`src/rtl/seven_seg_pkg.sv`:
```
// seven_seg_pkg: shared segment order, glyph table and anode codes for the display path
package seven_seg_pkg;

    localparam int SEG_A = 0;
    localparam int SEG_B = 1;
    localparam int SEG_C = 2;
    localparam int SEG_D = 3;
    localparam int SEG_E = 4;
    localparam int SEG_F = 5;
    localparam int SEG_G = 6;

    localparam logic [6:0] SEG_OFF = 7'h7F;

    localparam logic [3:0] DIG0       = 4'b1110;
    localparam logic [3:0] DIG1       = 4'b1101;
    localparam logic [3:0] DIG2       = 4'b1011;
    localparam logic [3:0] DIG3       = 4'b0111;
    localparam logic [3:0] ANODE_IDLE = 4'b1111;

    localparam logic [15:0][6:0] HEX_GLYPH = {
        7'b0001110, 7'b0000110, 7'b0100001, 7'b1000110,
        7'b0000011, 7'b0001000, 7'b0010000, 7'b0000000,
        7'b1111000, 7'b0000010, 7'b0010010, 7'b0011001,
        7'b0110000, 7'b0100100, 7'b1111001, 7'b1000000
    };

    typedef struct packed {
        logic       valid;
        logic [1:0] idx;
    } anode_sel_t;

    function automatic anode_sel_t decode_anode(input logic [3:0] a);
        case (a)
            DIG0:    return '{valid: 1'b1, idx: 2'd0};
            DIG1:    return '{valid: 1'b1, idx: 2'd1};
            DIG2:    return '{valid: 1'b1, idx: 2'd2};
            DIG3:    return '{valid: 1'b1, idx: 2'd3};
            default: return '{valid: 1'b0, idx: 2'd0};
        endcase
    endfunction

endpackage

```
`src/rtl/seven_seg_cathode_driver_hex_to_seg.sv`:
```
// hex_to_seg: combinational nibble to active-low {g..a} glyph
module hex_to_seg
    import seven_seg_pkg::*;
(
    input  logic [3:0] nibble,
    output logic [6:0] seg
);

    assign seg = HEX_GLYPH[nibble];

endmodule

```
`src/rtl/seven_seg_cathode_driver.sv`:
```
// seven_seg_cathode_driver: double-buffered hex cathode driver with anti-ghost blanking
module seven_seg_cathode_driver
    import seven_seg_pkg::*;
#(
    parameter int BLANK_CYCLES = 4
) (
    input  logic        clk,
    input  logic        reset,
    input  logic [3:0]  anode,
    input  logic [15:0] value,
    input  logic [3:0]  dp,
    input  logic        load,
    input  logic        lz_blank,
    output logic [6:0]  cathode,
    output logic        dp_n,
    output logic        commit,
    output logic        anode_err
);

    localparam int CW = BLANK_CYCLES > 0 ? $clog2(BLANK_CYCLES + 1) : 1;

    logic [3:0]    anode_r;
    logic [15:0]   shadow_val;
    logic [15:0]   active_val;
    logic [3:0]    shadow_dp;
    logic [3:0]    active_dp;
    logic          pending;
    logic [CW-1:0] cnt;
    anode_sel_t    sel;
    logic          change;
    logic          commit_now;
    logic [3:0]    low_bits;
    logic [3:0]    nib;
    logic [6:0]    glyph;
    logic          lz_hide;

    assign sel        = decode_anode(anode);
    assign change     = anode != anode_r;
    assign commit_now = change && anode == DIG0 && pending;
    assign low_bits   = ~anode;
    assign nib        = active_val[{sel.idx, 2'b00} +: 4];
    assign lz_hide    = lz_blank && sel.idx != 2'd0 && (active_val >> {sel.idx, 2'b00}) == 16'h0;

    hex_to_seg u_hex_to_seg (
        .nibble (nib),
        .seg    (glyph)
    );

    // Track the previous anode and flag codes with more than one digit selected
    always_ff @(posedge clk or posedge reset) begin
        if (reset) begin
            anode_r   <= ANODE_IDLE;
            anode_err <= 1'b0;
        end else begin
            anode_r   <= anode;
            anode_err <= (low_bits & (low_bits - 4'd1)) != 4'd0;
        end
    end

    // Shadow captures every load; active only swaps in at a frame start so a frame is never torn
    always_ff @(posedge clk or posedge reset) begin
        if (reset) begin
            shadow_val <= '0;
            shadow_dp  <= '0;
            active_val <= '0;
            active_dp  <= '0;
            pending    <= 1'b0;
            commit     <= 1'b0;
        end else begin
            if (load) begin
                shadow_val <= value;
                shadow_dp  <= dp;
            end
            if (commit_now) begin
                active_val <= shadow_val;
                active_dp  <= shadow_dp;
            end
            pending <= load || (pending && !commit_now);
            commit  <= commit_now;
        end
    end

    // Keep segments dark after every anode change, then drive the selected digit
    always_ff @(posedge clk or posedge reset) begin
        if (reset) begin
            cnt     <= '0;
            cathode <= SEG_OFF;
            dp_n    <= 1'b1;
        end else if (change) begin
            cnt     <= CW'(BLANK_CYCLES);
            cathode <= SEG_OFF;
            dp_n    <= 1'b1;
        end else if (cnt != '0) begin
            cnt     <= cnt - CW'(1);
            cathode <= SEG_OFF;
            dp_n    <= 1'b1;
        end else begin
            cathode <= (!sel.valid || lz_hide) ? SEG_OFF : glyph;
            dp_n    <= sel.valid ? ~active_dp[sel.idx] : 1'b1;
        end
    end

endmodule

```
`config.mk`:
```
export PLATFORM = sky130hd
export DESIGN_NAME = seven_seg_cathode_driver
export DESIGN_NICKNAME = d
export VERILOG_FILES = /design/src/rtl/seven_seg_pkg.sv /design/src/rtl/seven_seg_cathode_driver_hex_to_seg.sv /design/src/rtl/seven_seg_cathode_driver.sv
export SDC_FILE = /design/constraint.sdc
export NUM_CORES = 1
export LEC_CHECK = 0
export ABC_AREA = 1
export BUFFER_PORTS_ARGS = -buffer_cell sky130_fd_sc_hd__buf_4
export CORE_ASPECT_RATIO = 1.5
export CORE_MARGIN = 2
export CORE_UTILIZATION = 45
export CTS_CLUSTER_SIZE = 12
export DETAILED_ROUTE_END_ITERATION = 10
export GPL_TIMING_DRIVEN = 0
export SKIP_LAST_GASP = 1
export SYNTH_ARGS = -nofsm -noshare
export SYNTH_HDL_FRONTEND = slang
export SYNTH_SLANG_ARGS = --single-unit
```
`constraint.sdc`:
```
create_clock -name clk -period 2.1 [get_ports clk]
set_input_delay 0.21 -clock clk [delete_from_list [all_inputs] [get_ports clk]]
set_output_delay 0.21 -clock clk [all_outputs]
set_load 0.01 [all_outputs]
```
==> results.yml, run 1 <==
run_status:
  status: "complete, no violations"
floorplan:
  die-area_um2: 7210
  die_y_um: 103
  fp.dieW_um: 70
  initial_utilization_pct: 46.0
  row_count: 36
  ioPinCount: 38
  core_area_um2: 6400
timing:
  setup_violations: 0
  max_freq_mhz: 521
  fin_crit_sh_pct: 91.5
  finalHoldViolCount: 0
  timing.final.ws_setup_ns: 0.179
  fin_crit_ns: 1.92
  drv_slew: 0
  hold_ws_ns: 0.0153
  worst-slew-pin-transition_ns: 0.420
  slew_headroom_pct: 72.0
  skew_ns: 0.00980
  rsz0062_at_grt: "false"
yosys:
  synth_top_cell_by_area: "dfrtp_1"
  yosysTopAreaCellShare_pct: 39.1
  ys_ff_latch: 58
  ys_seq_area_share_pct: 49.9
  yosys_warnings: 0
  syn-cell-area_um2: 2940
  synth_cell_types: 31
  avgSynthCellArea_um2: 8.19
  netlist_instances: 359
  yosys-top-cells-area: "dfrtp_1 39%, nand2_1 18%, dfstp_2 11%"
  syn_nets: 395
final_layout:
  nets: 447
  seq_area_um2: 1470
  layout.filler_cells: 613
  instances_no_fill: 492
  multi_input_area_um2: 1290
  design_area_um2: 3600
  area_growth_pct: 22.6
  drive_gt1_share_pct: 26.0
  diodes: 0
detailed_routing:
  dr.pass1.iters: 4
  drt_iter0_drc: 100
  ant_nets: 0
  drc: 0
  wl_per_cell_um: 11.9
  drt-vias-per-instance: 4.79
  vias: 2357
  routed_wl_um: 5860
clock_network:
  cts_buffers: 9
  cts_tree: "yes"
  cts.sinks: 58
  clkLatencyLatePin_ns: 0.34
  cts_buffer_depth: 2
  htree_levels: 3
  path_clk_slew_ns: 0.07
  clock-root-buffer: "clkbuf_8"
critical_path:
  cp.arrival_ns: 2.20
  cp_max_fo: 10
  cp-start-kind: "input port"
  worstPathRequired_ns: 2.38
  critical-path-max-stage-delay_ns: 0.26
  r2r-end: "cathode[1]"
  crit_path_cell_trace: "buf_4, nand2_1, inv_2, nand2_2, buf_6, nand3_1, nand2_1, o21ai_2, ha_1, nand2_1, a21oi_1, nand3_1, nor2_2, nand2_2, and2_4, nand2_1"
  ff2ff_path_depth: 11
  end_kind: "register"
  rrSetupSlack_ns: 0.21
  crit_type: "in -> reg"
  crit-reg2reg-launch: "active_val[9]"
  cpMaxStageDelayCell: "o21ai_2"
  crit_top_cell: "nand2_1"
flow_run:
  cap_violations: 0
power:
  finalPower_mw: 3.16
  irDropWorstVdd_mv: 0.696
  power_leakage_nw: 1.83
  power.density_nw_per_um2: 878
global_route:
  grt_pass1_vias: 2287
  gr-total-overflow: 0
  grt_max_degree: 44
  antenna_found_initial: 0
  grt_pass1_wl_um: 10200
  grt.total_usage_pct: 18.2
min_path:
  hold_start: "anode[2]"
  hold_depth: 1
  min_path_type: "in -> reg"
  whs_endpoint: "anode_r[2]"
placed_design:
  port-buffer-count: 37
  placed_area_um2: 3330
  hpwl_um: 4490
  dp_slack_ns: -0.259
  numPlacedInstances: 473
  place_congestion: 0.802
[what timing repair did]
item,in CTS,in global routing
endpoints found under the hold margin,6,0
hold buffers,3,0
setup endpoints to repair,0,7
gates resized for setup,0,1
setup buffers,0,0
[layout make-up]
class | instances | share of cell area, %
sequential | 58 | 40.7
multi-input combinational | 262 | 35.9
timing repair buffer | 41 | 9.09
clock buffer | 12 | 4.58
inverter | 27 | 2.88
tap | 76 | 2.64
buffer | 12 | 2.22
clock inverter | 4 | 2.01
[placed cells by master, fill, tap and decap left out, drive strengths merged, types with 2 or more instances in the layout]
cell type and count:
nand4 5, ha 8, dfrtp 46, clkbuf 18, dlygate4sd3 3, dfstp 12, a21oi 8, o21ai 28
inv 27, nand3 27, buf 44, xnor2 4, bufinv 2, nor2 16, nand2 160
[through the flow]
stage | util [%] | setup TNS [ns]
4_1_cts | 56.3 | 0
3_5_place_dp | 52.1 | -1.28
2_1_floorplan | - | 0
6_report | 56.4 | 0
5_1_grt | 56.4 | 0
3_3_place_gp | 51.8 | -12.61
[cell usage after synthesis]
library cell	count
a21oi_1	8
and2_4	1
buf_2	1
buf_4	2
buf_6	2
buf_8	1
clkbuf_1	6
dfrtp_1	46
dfstp_2	12
ha_1	8
inv_1	21
inv_2	5
inv_4	1
nand2_1	144
nand2_2	12
nand2_4	4
nand3_1	23
nand3_2	4
nand4_1	4
nand4_2	1
nor2_1	11
nor2_2	5
nor3_1	1
nor3b_1	1
o21a_1	1
o21ai_0	26
o21ai_1	1
o21ai_2	1
o31ai_1	1
xnor2_1	4
xor2_1	1
[how the worst max path moves through the flow]
stage / endpoint / startpoint / depth (start not counted) / slack [ns]
after floorplan: cathode[1] / anode[1] / 15 / 0.22
after global placement: shadow_val[1] / reset / 2 / -0.25
after detailed placement: cathode[1] / anode[1] / 16 / -0.26
after CTS: cathode[1] / active_val[12] / 11 / 0.06
after global routing: cathode[1] / anode[1] / 16 / 0.03
final: cathode[1] / anode[1] / 16 / 0.18
[kinds of logic after synthesis]
| group | Yosys count | share of synthesized area [%] |
|---|---|---|
| xor+xnor | 5 | 1.49 |
| buf+inv | 39 | 6.26 |
| compound gates | 38 | 6.77 |
| flops | 58 | 49.9 |
| fa+ha+maj | 8 | 3.40 |
| simple gates | 211 | 32.2 |
[worst max-delay path: cells and delay by family]
kind                       cells  cell delay, ns
adders and majority gates      1            0.25
buffers and inverters          3            0.35
AOI/OAI and AO/OA              2            0.38
and+or+nand+nor               10            1.01
[registers in the layout, indices dropped and copies added, names as in the netlist]
register,flops
active_val,16
shadow_val,16
cathode,7
active_dp,4
anode_r,4
shadow_dp,4
cnt,3
anode_err,1
commit,1
dp_n,1
pending,1
[per-layer routing]
layer  vias up  GRT usage (%)  part of all wire, %
met4         0           6.21                  1.6
met5         -              0                    0
met2        42           34.9                   54
met3         9           4.40                  3.5
met1      1069           19.4                   41
li1       1237              -                    -
[power by group]
group          total (mW)  switching [mW]  leakage [nW]  internal [mW]
clock network        1.20           0.438         0.119          0.763
registers            1.33          0.0711         0.693           1.26
logic               0.636           0.394          1.02          0.242
total                3.16           0.903          1.83           2.26
Power figures use the tool's default switching activity.
==> run 2: changes to the inputs <==
- SYNTH_HIERARCHICAL: unset -> 1
==> results.yml, run 2 <==
critical_path:
  critical-path-max-stage-delay_ns: 0.32
  crit_buf_inv: 4
  crit_type: "in -> reg"
  worstPathRequired_ns: 2.36
  end_kind: "register"
  critPathTopFamily: "simple AND/OR/NAND/NOR gates"
  cp.arrival_ns: 1.98
  crit_path_cell_trace: "buf_4, nand2_2, inv_1, nand2_2, nand2_2, buf_6, nand2_1, nand3_1, nand2_1, inv_1, ha_1, nand2_1, nand3_1, nand2_1, nor2_1, nand2_1"
  cp_max_fo: 10
  cpMaxStageDelayCell: "ha_1"
  crit_top_cell: "nand2_1"
  cp-start-kind: "input port"
detailed_routing:
  drt-vias-per-instance: 4.68
  routed_wl_um: 5450
  dr.pass1.iters: 4
  drt_iter0_drc: 88
  drc: 0
  vias: 2299
  ant_nets: 0
  wl_per_cell_um: 11.1
timing:
  max_freq_mhz: 583
  fin_crit_ns: 1.72
  timing.final.ws_setup_ns: 0.385
  drv_slew: 0
  slew_headroom_pct: 62.6
  finalHoldViolCount: 0
  rsz0062_at_grt: "false"
  setup_violations: 0
  skew_ns: 0.00791
  worst-slew-pin-transition_ns: 0.557
  fin_crit_sh_pct: 81.7
floorplan:
  core_area_um2: 6170
  fp.dieW_um: 69.6
  initial_utilization_pct: 47.0
  die-area_um2: 7120
  ioPinCount: 38
  die_y_um: 102
  row_count: 35
global_route:
  grt_max_degree: 39
  grt_pass1_wl_um: 9690
  gr-total-overflow: 0
  grt_pass1_vias: 2216
  antenna_found_initial: 0
  grt.total_usage_pct: 17.5
clock_network:
  path_clk_slew_ns: 0.06
  clkLatencyLatePin_ns: 0.33
  cts_buffer_depth: 2
  cts_buffers: 9
  clock-root-buffer: "clkbuf_8"
  cts.sinks: 58
  post-cts-setup-buffers: 0
  htree_levels: 3
  cts_tree: "yes"
yosys:
  yosys-top-cells-count: "137 x nand2_1, 46 x dfrtp_1, 35 x inv_1"
  syn-cell-area_um2: 2900
  syn_nets: 396
  synth_top_cell_by_area: "dfrtp_1"
  yosys_warnings: 6
  avgSynthCellArea_um2: 8.08
  ys_seq_area_share_pct: 50.5
  synthArstFlopShare_pct: 100
  yosysTopAreaCellShare_pct: 39.7
  synthFlopType: "dfrtp_1"
  yosys-top-cells-area: "dfrtp_1 40%, nand2_1 18%, dfstp_2 11%"
  netlist_instances: 359
  ys_ff_latch: 58
  synth_edf_count: 0
  synth.most_common_cell: "nand2_1"
  synth_cell_types: 27
power:
  power_leakage_nw: 1.84
  irDropWorstVdd_mv: 0.485
  power.density_nw_per_um2: 819
  finalPower_mw: 2.88
placed_design:
  dp_slack_ns: -0.362
  hpwl_um: 4180
  place_congestion: 0.809
  port-buffer-count: 37
final_layout:
  area_growth_pct: 21.2
  layout.filler_cells: 619
  top_regs: "active_val x16, shadow_val x16, cathode x7"
  drive_gt1_share_pct: 22.1
  multi_input_area_um2: 1210
  layout_commonest_cell: "nand2_1"
  diodes: 0
  seq_area_um2: 1470
  postLayoutCoreUtil_pct: 56.9
  nets: 450
  final_cell_mix: "137 x nand2_1, 46 x dfrtp_1, 37 x buf_4, 34 x inv_1"
run_status:
  status: "complete, no violations"
min_path:
  min_path_type: "in -> reg"
flow_run:
  cap_violations: 0
run 2: cell count changes after synthesis, moves of 4 or more:
cell	change
a21oi_1	-4
inv_1	+14
nand2_1	-7
nor2_1	+14
buf_6	+4
nand2_2	-5
o21ai_0	-4
run 2: final cells by class:
cell class,count,share of cell area (%)
clock buffer,12,4.41
multi-input combinational,252,34.4
clock inverter,3,0.427
tap,74,2.63
buffer,11,2.49
timing repair buffer,43,9.89
sequential,58,41.7
inverter,38,4.06
run 2: final timing paths:
kind	from	endpoint	slack (ns)	cells after the start
min in group asynchronous	reset	anode_err	0.44	3
worst max register to register	active_val[9]	cathode[3]	0.41	11
worst min register to register	shadow_val[0]	shadow_val[0]	0.47	2
max in group asynchronous	reset	anode_r[2]	1.07	4
worst min-delay path	value[3]	shadow_val[3]	0.07	3
worst max-delay path	anode[2]	cathode[3]	0.38	16
run 2: cells by family after synthesis:
family,synth area share [%]
xor gates and xnor gates,1.51
adders and majority gates,3.88
buffers and inverters,7.93
and+or+nand+nor,29.2
DFF,50.5
AOI/OAI and AO/OA,6.94
run 2: what timing repair did:
| item | in CTS | in global routing |
|---|---|---|
| hold buffers | 5 | 0 |
| endpoints found under the setup margin | 0 | 7 |
| resized for setup | 0 | 2 |
| endpoints found under the hold margin | 14 | 0 |
run 2: per-stage QoR:
step / TNS (ns) / std cells / cell area [µm²] / hold slack, ns
final: 0 / 491 / 3520 / 0.0711
after global routing: 0 / 491 / 3520 / 0.0620
after CTS: 0 / 491 / 3510 / 0.0547
after detailed placement: -1.98 / 471 / 3290 / 0.255
after global placement: -13.61 / 470 / 3270 / 0.358
after floorplan: 0 / 359 / 2900 / 0.214
run 2: layer usage:
layer / wire (µm) / vias to the layer above / global-route usage (%)
met5: 0 / - / 0
met4: 123 / 0 / 8.14
met3: 214 / 10 / 5.03
met2: 2820 / 43 / 31.8
met1: 2280 / 1026 / 18.8
li1: - / 1220 / -
run 2: worst reg2reg max path: cells and delay by family (launching register included):
kind,cells,cell delay (ns)
AO/OA/AOI/OAI,1,0.25
adder cells (fa/ha/maj),1,0.33
buffers and inverters,2,0.23
flip-flops,1,0.34
AND/OR/NAND/NOR,7,0.48
run 2: where the power goes:
part	switching, mW	internal, mW
clock network	0.407	0.479
logic	0.410	0.262
registers	0.0582	1.26
total	0.875	2.00
